File: src/rtl/multiplier_arbiter.sv
// Four-requester round-robin front end for one shared SIZE x SIZE multiplier.
// Each operation runs IDLE -> MUL -> RESP, and the response is held until the granted requester accepts it.

module multiplier #(
  parameter int SIZE = 4
) (
  input  logic [SIZE-1:0]   a,
  input  logic [SIZE-1:0]   b,
  output logic              over,
  output logic [2*SIZE-1:0] c
);

  // Full-width product; overflow means the upper half is non-zero
  always_comb begin
    c    = {{SIZE{1'b0}}, a} * {{SIZE{1'b0}}, b};
    over = |c[2*SIZE-1:SIZE];
  end

endmodule

module multiplier_arbiter #(
  parameter int SIZE = 4,
  parameter int NREQ = 4
) (
  input  logic                clk,
  input  logic                rst,
  input  logic [3:0]          req_valid,
  input  logic [4*SIZE-1:0]   req_a,
  input  logic [4*SIZE-1:0]   req_b,
  output logic [3:0]          req_ready,
  output logic [3:0]          resp_valid,
  input  logic [3:0]          resp_ready,
  output logic [2*SIZE-1:0]   resp_c,
  output logic                resp_over
);

  typedef enum logic [1:0] {
    IDLE = 2'd0,
    MUL  = 2'd1,
    RESP = 2'd2
  } state_t;

  state_t              state_r;
  logic [1:0]          rr_ptr_r;
  logic [1:0]          grant_r;
  logic [SIZE-1:0]     a_r;
  logic [SIZE-1:0]     b_r;
  logic [2*SIZE-1:0]   resp_c_r;
  logic                resp_over_r;
  logic [3:0]          resp_valid_r;

  logic                found_s;
  logic [1:0]          pick_s;
  logic [2*SIZE-1:0]   mul_c_s;
  logic                mul_over_s;

  multiplier #(.SIZE(SIZE)) u_mul (
    .a    (a_r),
    .b    (b_r),
    .over (mul_over_s),
    .c    (mul_c_s)
  );

  // Round-robin search: first valid requester at or after rr_ptr, wrapping mod 4
  always_comb begin
    logic [1:0] idx;
    found_s = 1'b0;
    pick_s  = rr_ptr_r;
    idx     = rr_ptr_r;
    for (int k = 0; k < 4; k++) begin
      idx = rr_ptr_r + k[1:0];
      if (!found_s && req_valid[idx]) begin
        found_s = 1'b1;
        pick_s  = idx;
      end else begin
        found_s = found_s;
      end
    end
  end

  // Accept strobe only in IDLE; suppressed while reset is asserted since reset wins the edge
  always_comb begin
    req_ready = 4'b0000;
    if ((state_r == IDLE) && found_s && !rst) begin
      req_ready = 4'b0001 << pick_s;
    end else begin
      req_ready = 4'b0000;
    end
  end

  // Arbitration FSM with registered operands, product and response strobe
  always_ff @(posedge clk) begin
    if (rst) begin
      state_r      <= IDLE;
      rr_ptr_r     <= 2'd0;
      grant_r      <= 2'd0;
      a_r          <= {SIZE{1'b0}};
      b_r          <= {SIZE{1'b0}};
      resp_c_r     <= {(2*SIZE){1'b0}};
      resp_over_r  <= 1'b0;
      resp_valid_r <= 4'b0000;
    end else begin
      case (state_r)
        IDLE: begin
          if (found_s) begin
            a_r     <= req_a[pick_s*SIZE +: SIZE];
            b_r     <= req_b[pick_s*SIZE +: SIZE];
            grant_r <= pick_s;
            state_r <= MUL;
          end else begin
            state_r <= IDLE;
          end
        end
        MUL: begin
          resp_c_r     <= mul_c_s;
          resp_over_r  <= mul_over_s;
          resp_valid_r <= 4'b0001 << grant_r;
          state_r      <= RESP;
        end
        RESP: begin
          // Only the granted requester's resp_ready can release the result
          if (resp_ready[grant_r]) begin
            resp_valid_r <= 4'b0000;
            rr_ptr_r     <= grant_r + 2'd1;
            state_r      <= IDLE;
          end else begin
            state_r <= RESP;
          end
        end
        default: begin
          resp_valid_r <= 4'b0000;
          state_r      <= IDLE;
        end
      endcase
    end
  end

  assign resp_valid = resp_valid_r;
  assign resp_c     = resp_c_r;
  assign resp_over  = resp_over_r;

endmodule

File: config.mk
export PLATFORM = sky130hd
export DESIGN_NAME = multiplier_arbiter
export DESIGN_NICKNAME = d
export VERILOG_FILES = /design/src/rtl/multiplier_arbiter.sv
export SDC_FILE = /design/constraint.sdc
export NUM_CORES = 1
export LEC_CHECK = 0
export CAP_MARGIN = 30
export CORE_ASPECT_RATIO = 0.5
export CORE_MARGIN = 4
export CORE_UTILIZATION = 68
export CTS_CLUSTER_SIZE = 16
export DETAILED_ROUTE_END_ITERATION = 8
export DONT_BUFFER_PORTS = 1
export GPL_ROUTABILITY_DRIVEN = 0
export MAX_ROUTING_LAYER = met4
export PLACE_DENSITY_LB_ADDON = 0.2
export SYNTH_ARGS = -nofsm -noshare
export SYNTH_HDL_FRONTEND = slang
export SYNTH_SLANG_ARGS = --single-unit
export TNS_END_PERCENT = 50
File: constraint.sdc
create_clock -name clk -period 5 [get_ports clk]
set_clock_uncertainty 0.15 [all_clocks]
set_input_delay 0.75 -clock clk [delete_from_list [all_inputs] [get_ports clk]]
set_output_delay 0.75 -clock clk [all_outputs]
set_load 0.005 [all_outputs]
Word-level counts from Yosys, hierarchy flattened
Cells that the tools add are included.

Output and inout port bits: 17. Logic and storage cells: 63. Bits of input ports: 42. Flip-flop bits (word level): 27.

Order comparisons: 5. Reductions and logical operators: 14. Add/sub/neg operators: 4. Shift-type cells: 4. Muxes and demuxes: 23. $mul: 1. Equality and inequality tests: 3. Bitwise operators: 1.

Operator list (number): $shiftx A16 B5 Y4 (2); $lt A2 B3 Y1 const B (5); $pmux W4 S3 (1); $bmux W1 S2 (5); $mux W1 (10); $mul A4 B4 Y8 (1); $mux W2 (4); $mux W4 (2); $shl A1 B2 Y4 const A (2); $pmux W2 S3 (1); $reduce_and A2 Y1 (3); $logic_and A1 B1 Y1 (5); $add A2 B1 Y2 const B (2); $add A2 B2 Y2 const B (2); $logic_not A1 Y1 (4); $reduce_or A4 Y1 (1); $eq A2 B1 Y1 const B (1); $eq A2 B2 Y1 const B (1); $logic_not A2 Y1 (1); $ne A2 B2 Y1 const B (1); $not A1 Y1 (1).

Logic depth before layout (Yosys ltp)
Gate-level depths: netlist of the first run.

Word-level depth: 15. Mapped depth: 11. Depth with buffers taken out: 11.

Cells and area by module
A second synthesis of the first run with hierarchy kept.

Cells, all modules: 202. Area, all modules: 1831.8 sq um.

Modules (own cells, without submodules): multiplier_arbiter (seq. area each 540.5 sq um, area an instance 1373.8 sq um, times used 1, cells each 150); multiplier (seq. area each 0.0 sq um, area an instance 457.9 sq um, times used 1, cells each 52).

Worst setup path after synthesis of the first run
No wires, ideal clock.

Path kind: register to register. From: register a_r[0]. To: register resp_c_r[7] (netlist: resp_c[7]). Cell stages (with the launch flop): 11. Period minus slack after synthesis: 3031 ps. Path buffers: 0. Library setup time: 128 ps. Setup slack: 1969 ps. Arrival: 2753 ps. Required time: 4722 ps. Path through: dfxtp_1 -> nand2_1 -> fa_1 -> inv_1 -> fa_1 -> ha_1 -> a211oi_1 -> nor4b_1 -> a2111oi_1 -> o21a_1 -> nor2_1.

Longest elaborated chain between the ends: 1.

Ends and longest elaborated chain: start, declared (line 46) `logic [SIZE-1:0] a_r;`; start signal, assigned (line 97) `a_r <= {SIZE{1'b0}};`; start signal, assigned (line 106) `a_r <= req_a[pick_s*SIZE +: SIZE];`; $mul A4 B4 Y8 (line 15) `c = {{SIZE{1'b0}}, a} * {{SIZE{1'b0}}, b};`; end signal, assigned (line 99) `resp_c_r <= {(2*SIZE){1'b0}};`; end signal, assigned (line 115) `resp_c_r <= mul_c_s;`; end, declared (line 48) `logic [2*SIZE-1:0] resp_c_r;`.

Every way passes these cells. A chain may end at the register's enable or synchronous reset.

Worst setup path in the final report of the first run
Ends and elaborated chain as after synthesis.

==> results of run 1 <==
state kept, by name, summed over array words and instances (netlist names):
register    flops
a_r             4
b_r             4
grant_r         2
resp_c          8
resp_over       1
resp_valid      4
rr_ptr_r        2
state_r         2
cell type report:
cell class / count / area share [%]
clock inverter: 1 / 0.469
tap: 35 / 2.35
multi-input combinational: 155 / 63.2
clock buffer: 3 / 2.21
sequential: 27 / 29.0
inverter: 12 / 2.41
timing repair buffer: 1 / 0.402
worst min-delay path by stage:
stage / startpoint / endpoint / slack [ns] / depth (start not counted)
after floorplan: resp_c[0] / resp_c[0] / 0.30 / 2
after global placement: resp_c[6] / resp_c[6] / 0.31 / 2
after detailed placement: resp_c[6] / resp_c[6] / 0.32 / 2
after CTS: resp_c[6] / resp_c[6] / 0.33 / 2
after global routing: rst / resp_c[6] / 0.35 / 1
final: resp_c[4] / resp_c[4] / 0.33 / 2
per-stage QoR:
stage	total power, uW	setup slack, ns	util [%]	cells	hold WS (ns)
2_1_floorplan	341	1.97	-	202	0.298
3_3_place_gp	353	1.83	76.6	230	0.315
3_5_place_dp	360	1.71	76.6	230	0.320
4_1_cts	490	1.69	78.7	234	0.335
5_1_grt	514	1.44	78.7	234	0.352
6_report	489	1.67	78.7	234	0.335
worst max-delay path, stage by stage (launching register included):
cell,delay [ns]
dfxtp_1,0.42
nand2_1,0.10
fa_1,0.54
inv_1,0.06
fa_1,0.50
ha_1,0.33
a211oi_1,0.32
nor4b_1,0.10
a2111oi_1,0.49
o21a_1,0.20
nor2_1,0.04
cell families (layout without fill, tap and decap cells):
family	Yosys count	count (layout)	share of synthesized area, %
DFF	27	27	30.0
adders and majority gates	20	20	15.5
xor gates and xnor gates	2	2	0.972
muxes	20	20	11.8
buffers and inverters	20	17	5.20
and+or+nand+nor	72	72	19.9
AOI/OAI and AO/OA	41	41	16.6
per-layer routing:
metal	part of all wire [%]	wire [um]	track usage, %
met1	44	1640	26.8
met2	49	1840	39.6
met3	6.0	224	4.88
met4	0.78	29	5.05
met5	0	0	-
cell usage in the layout, fill, tap and decap left out, drive strengths merged, types with 3 or more instances in the layout:
cell type | synthesis | layout
nand2 | 23 | 23
o21ai | 4 | 4
inv | 12 | 13
a211oi | 3 | 3
ha | 16 | 16
a22oi | 4 | 4
or2b | 3 | 3
mux2i | 19 | 19
nor2 | 20 | 20
fa | 4 | 4
a21oi | 11 | 11
nor2b | 4 | 4
o221ai | 8 | 8
dfxtp | 27 | 27
clkbuf | 4 | 3
and2 | 12 | 12
where the power goes:
group          switching [uW]  leakage, uW  internal [uW]  total [uW]
Combinational            56.2     0.000552           45.8         102
Sequential               20.1     0.000221            233         253
Clock                    75.8    0.0000261           58.7         135
==> summary.md, run 1 <==
| Metric | Value |
|---|---|
| Area Overhead vs Synth | 3.54% |
| CP Data Required Time | 5.04 ns |
| Part of the cycle the worst path needs | between 60% and 70% |
| TritonCTS clock tree | yes |
| Num rows | 12 |
| I/O pin count | 59 |
| Top_reg_cell synth | dfxtp_1 |
| Post-layout minimum cycle time | roughly 3.3 ns |
| Endpoints failing setup | 0 |
| Yosys warning total | 0 |
| DR WL/cell | between 15 and 20 um |
| CP startpoint kind | flip-flop |
| Maximum clock rate | 0.300 GHz |
| Fin. Hold Viols | 0 |
| Post-synth EDFFs | 0 |
| Clk Latency, worst-skew pair | approximately 0.28 ns |
| Crit path to | resp_c[7] |
| Hold Buf Count CTS | 0 |
| Syn Std Cell Area | 0.00180 mm^2 |
| ANT cells | 0 |
| Worst Path Arrival | 3.37 ns |
| Clock sink total | 27 |
| PD cells | about 260 mW/mm^2 |
| Final Slew Violations | 0 |
| Vias per cell | roughly 6.1 |
| Vias in the first global route | 1,381 |
| Post-DP Area | around 0.0018 mm^2 |
| Reg2Reg Capture Point | resp_c[7] |
| FF+latch count, synth | 27 |
| Max Root-Sink Buffers | 2 |
| Netlist cell types | 42 |
| Async SR Flop Fraction | 0% |
| First DRT Iteration DRCs | 31 |
| Drt first pass iters | 4 |
| First-pass GRT wire length | a little over 6000 um |
| Detailed-route DRC error count | 0 |
| Max Cap Viol | 0 |
| Post-DRT Antenna Nets | 0 |
| Area leader, netlist | dfxtp_1 |
| Leakage | 0.000799 uW |
| Top cells by area, synth | dfxtp_1, ha_1, mux2i_1 |
| Placeable Area | ~0.0024 mm^2 |
| Post-DP HPWL | 3020 um |
| RSZ-0062 raised after global routing | no |
| Most numerous cell in the Yosys netlist | dfxtp_1 |
| Filler cell count | 194 |
| Routed WL | 3730 um |
| Register area | 541 um^2 |
| Aggregate global routing overflow | 0 |
| Area occupied by multi-input gates | between 0.001 and 0.0015 mm^2 |
| Fin area | 0.00187 mm^2 |
| Slew headroom | between 40% and 50% |
| Status | finished clean |
| Die Height | 44.4 um |
| Hold Path Class | reg -> reg |
| Layout cells sized above 1 | 5.53% |
| Setup_tns | 0 ns |
| Initial antenna violation count | 0 |
| Initial Util | 76.0% |
| Register area share after synthesis | 30.0% |
| Largest fanout on the critical path | 5 |
| CTS H-tree depth | 1 |
| Mapped Cells | 202 |
| Largest net degree at the start of global routing | 21 |
| Vias | 1,426 |
| Worst r2r src | a_r[0] |
| Syn_area_per_cell | 8.93 um^2 |
| Worst-path clk slew | 0.10 ns |
| Kind of critical path | reg -> reg |
| Number of CTS-inserted buffers | 3 |
| Slew @ Worst Pin | 0.824 ns |
| R2R Setup Slk | 1.67 ns |
| Net count after synthesis | 264 |
| Setup bufs post-CTS | 0 |
| Final #Nets | 262 |
| Die ar. | 0.00359 mm^2 |
| Total GRT Usage | a little under a quarter |
| Number of I/O port buffers | 0 |
| Post-synth top cells | dfxtp_1, nand2_1, mux2i_1 |
| Top cell type's share of synthesized area | 30.0% |
| Worst setup path start | a_r[0] |
| Endpoint class of the critical path | flip-flop |
| Max rail drop VDD | 0.221 mV |
| Post_cts resized | 0 |
| Root buf cell | clkbuf_8 |
| Die width | between 80 and 90 um |
| Reg2reg path depth | 10 |
Power figures use the tool's default switching activity.
==> run 2, diff against run 1 <==
CORE_UTILIZATION = 57   (was 68)
clock period = 2.9 ns   (was 5 ns; I/O delays follow)
==> run 2 against run 1 <==
Against the previous run: the run now ends with negative setup slack left; die area increased by 17%; worst hold slack got worse by 0.28 ns; combinational power increased by 130%; worst setup slack got worse by 1.7 ns; wire length increased by 4.1%; maximum frequency increased by 14%; global-route usage decreased by 4.1 points; clock power increased by 72%; final area increased by 11%.
==> summary.md, run 2 (synthesized netlist as in run 1, its figures left out) <==
| Metric | Value |
|---|---|
| Status | complete, but fails checks |
| Failing checks | negative setup slack |
| Post-DRT Antenna Nets | 0 |
| Endpoints failing setup | 2 |
| Commonest non-fill, non-tap cell in the layout | dfxtp_1 |
| Dpl ws | -0.147 ns |
| Clk Latency, worst-skew pair | 0.28 ns |
| Endpoint class of the critical path | flip-flop |
| CTS H-tree depth | 1 |
| Layout Cells excl Fill | 252 |
| Fin. Hold Viols | 0 |
| TritonCTS clock tree | yes |
| Total GRT Usage | 18.5% |
| Final #Nets | 275 |
| Hold Buf Count CTS | 0 |
| Routed WL | 3880 um |
| WP buf/inv | 2 |
| Final WS setup | -0.0272 ns |
| Max Root-Sink Buffers | 2 |
| Placed Cells | 244 |
| Crit path max-delay family | adder cells |
| Crit path cell chain | nand2_2 -> fa_1 -> inv_1 -> fa_2 -> ha_4 -> a211oi_4 -> nor4b_2 -> a2111oi_4 -> buf_4 -> o21a_1 -> nor2_1 |
| Kind of critical path | reg -> reg |
| Die width | 87.5 um |
| Initial antenna violation count | 0 |
| Vias in the first global route | 1,276 |
| Worst-path clk slew | 0.10 ns |
| Number of I/O port buffers | 0 |
| Most frequent cells in the layout | dfxtp_1, nand2_1, mux2i_1 |
| Part of the cycle the worst path needs | 101% |
| Die ar. | 0.00418 mm^2 |
| Max Cap Viol | 0 |
| Number of CTS-inserted buffers | 3 |
| Final Slew Violations | 0 |
| Hold Path Class | in -> reg |
| Clock sink total | 27 |
| Setup_tns | -0.0529 ns |
| Initial Util | 59.8% |
| Vias | roughly 1.4k |
| Vias per cell | roughly 5.7 |
| Slowest cell on crit path | fa_2 |
| Leakage | 0.000868 uW |
| Root buf cell | clkbuf_8 |
| Max rail drop VDD | approximately 0.27 mV |
| First-pass GRT wire length | slightly below 6000 um |
| Slew @ Worst Pin | 0.777 ns |
| Worst Path Arrival | 2.97 ns |
| Num rows | 14 |
| PD cells | between 400 and 500 mW/mm^2 |
| Placeable Area | 0.00301 mm^2 |
| Max stage delay on crit path | 0.58 ns |
| I/O pin count | 59 |
| Number of flip-flops in the largest register | 8 |
| Post-layout minimum cycle time | roughly 3 ns |
| CP startpoint kind | flip-flop |
| Hold slack | roughly 0.057 ns |
| Slew headroom | 48.1% |
| Largest net degree at the start of global routing | 21 |
| Maximum clock rate | 0.342 GHz |
| Aggregate global routing overflow | 0 |
| Largest fanout on the critical path | 2 |
| ANT cells | 0 |
| CP Data Required Time | 2.94 ns |
| Post-DP HPWL | 3050 um |
| Area Overhead vs Synth | 15.0% |
| Layout cells sized above 1 | between 10% and 20% |
| RSZ-0062 raised after global routing | yes |
| Die Height | between 40 and 50 um |
| DR WL/cell | 15.4 um |
| Detailed-route DRC error count | 0 |
| Drt first pass iters | 4 |
| First DRT Iteration DRCs | 40 |
## run 2: cell types whose count changed in the layout (fill, tap and decap cells not counted), moves of 2 or more
cell | before | now
buf_4 | 1 | 14
dfxtp_1 | 27 | 23
dfxtp_2 | 0 | 3
ha_1 | 16 | 13
ha_4 | 0 | 3
a211oi_1 | 3 | 1
fa_1 | 4 | 2
fa_2 | 0 | 2
o21ai_0 | 3 | 1
## run 2: area by class of cell
cell class	instances	area [um^2]
multi-input combinational	155	1270
fill	241	940
sequential	27	548
timing repair buffer	14	105
tap	40	50.0
inverter	12	45.0
clock buffer	3	41.3
clock inverter	1	8.76
## run 2: through the flow
step	util, %	total power, uW	instance area [um^2]
detailed placement	63.5	646	1910
global placement	63.5	638	1910
CTS	66.6	887	2010
finish	68.8	894	2070
floorplan	-	593	1830
global route	68.8	942	2070
## run 2: final timing paths
| path | cells past startpoint | slack (ns) | from | endpoint |
|---|---|---|---|---|
| min | 1 | 0.06 | rst | resp_c[6] |
| max | 11 | -0.03 | b_r[3] | resp_c[7] |
| min reg2reg | 2 | 0.32 | resp_c[6] | resp_c[6] |
| max reg2reg | 11 | -0.03 | b_r[3] | resp_c[7] |
## run 2: what timing repair did
action | in CTS | in global routing
endpoints found under the setup margin | 2 | 4
setup buffers | 2 | 2
gates resized for setup | 6 | 11
pin swaps | 4 | 9
## run 2: metal layers
| metal | wire (um) | global-route usage (%) | vias to the layer above | share of wire, % |
|---|---|---|---|---|
| met5 | 0 | - | - | 0 |
| met3 | 268 | 5.15 | 2 | 6.9 |
| met4 | 6 | 2.14 | 0 | 0.15 |
| li1 | - | - | 733 | - |
| met2 | 1830 | 29.9 | 37 | 47 |
| met1 | 1780 | 24.1 | 676 | 46 |
## run 2: power by group
group | total, uW | internal (uW) | leakage (uW) | switching (uW)
clock | 232 | 101 | 0.0000261 | 131
combinational | 232 | 114 | 0.000619 | 118
sequential | 430 | 403 | 0.000222 | 27.4
total | 894 | 618 | 0.000868 | 276
## run 2: worst register-to-register path, delay by kind of cell (launching register included)
kind            cells  cell delay, ns
flops               1            0.35
simple gates        3            0.20
buf+inv             2            0.22
fa+ha+maj           3            1.34
compound gates      3            0.60
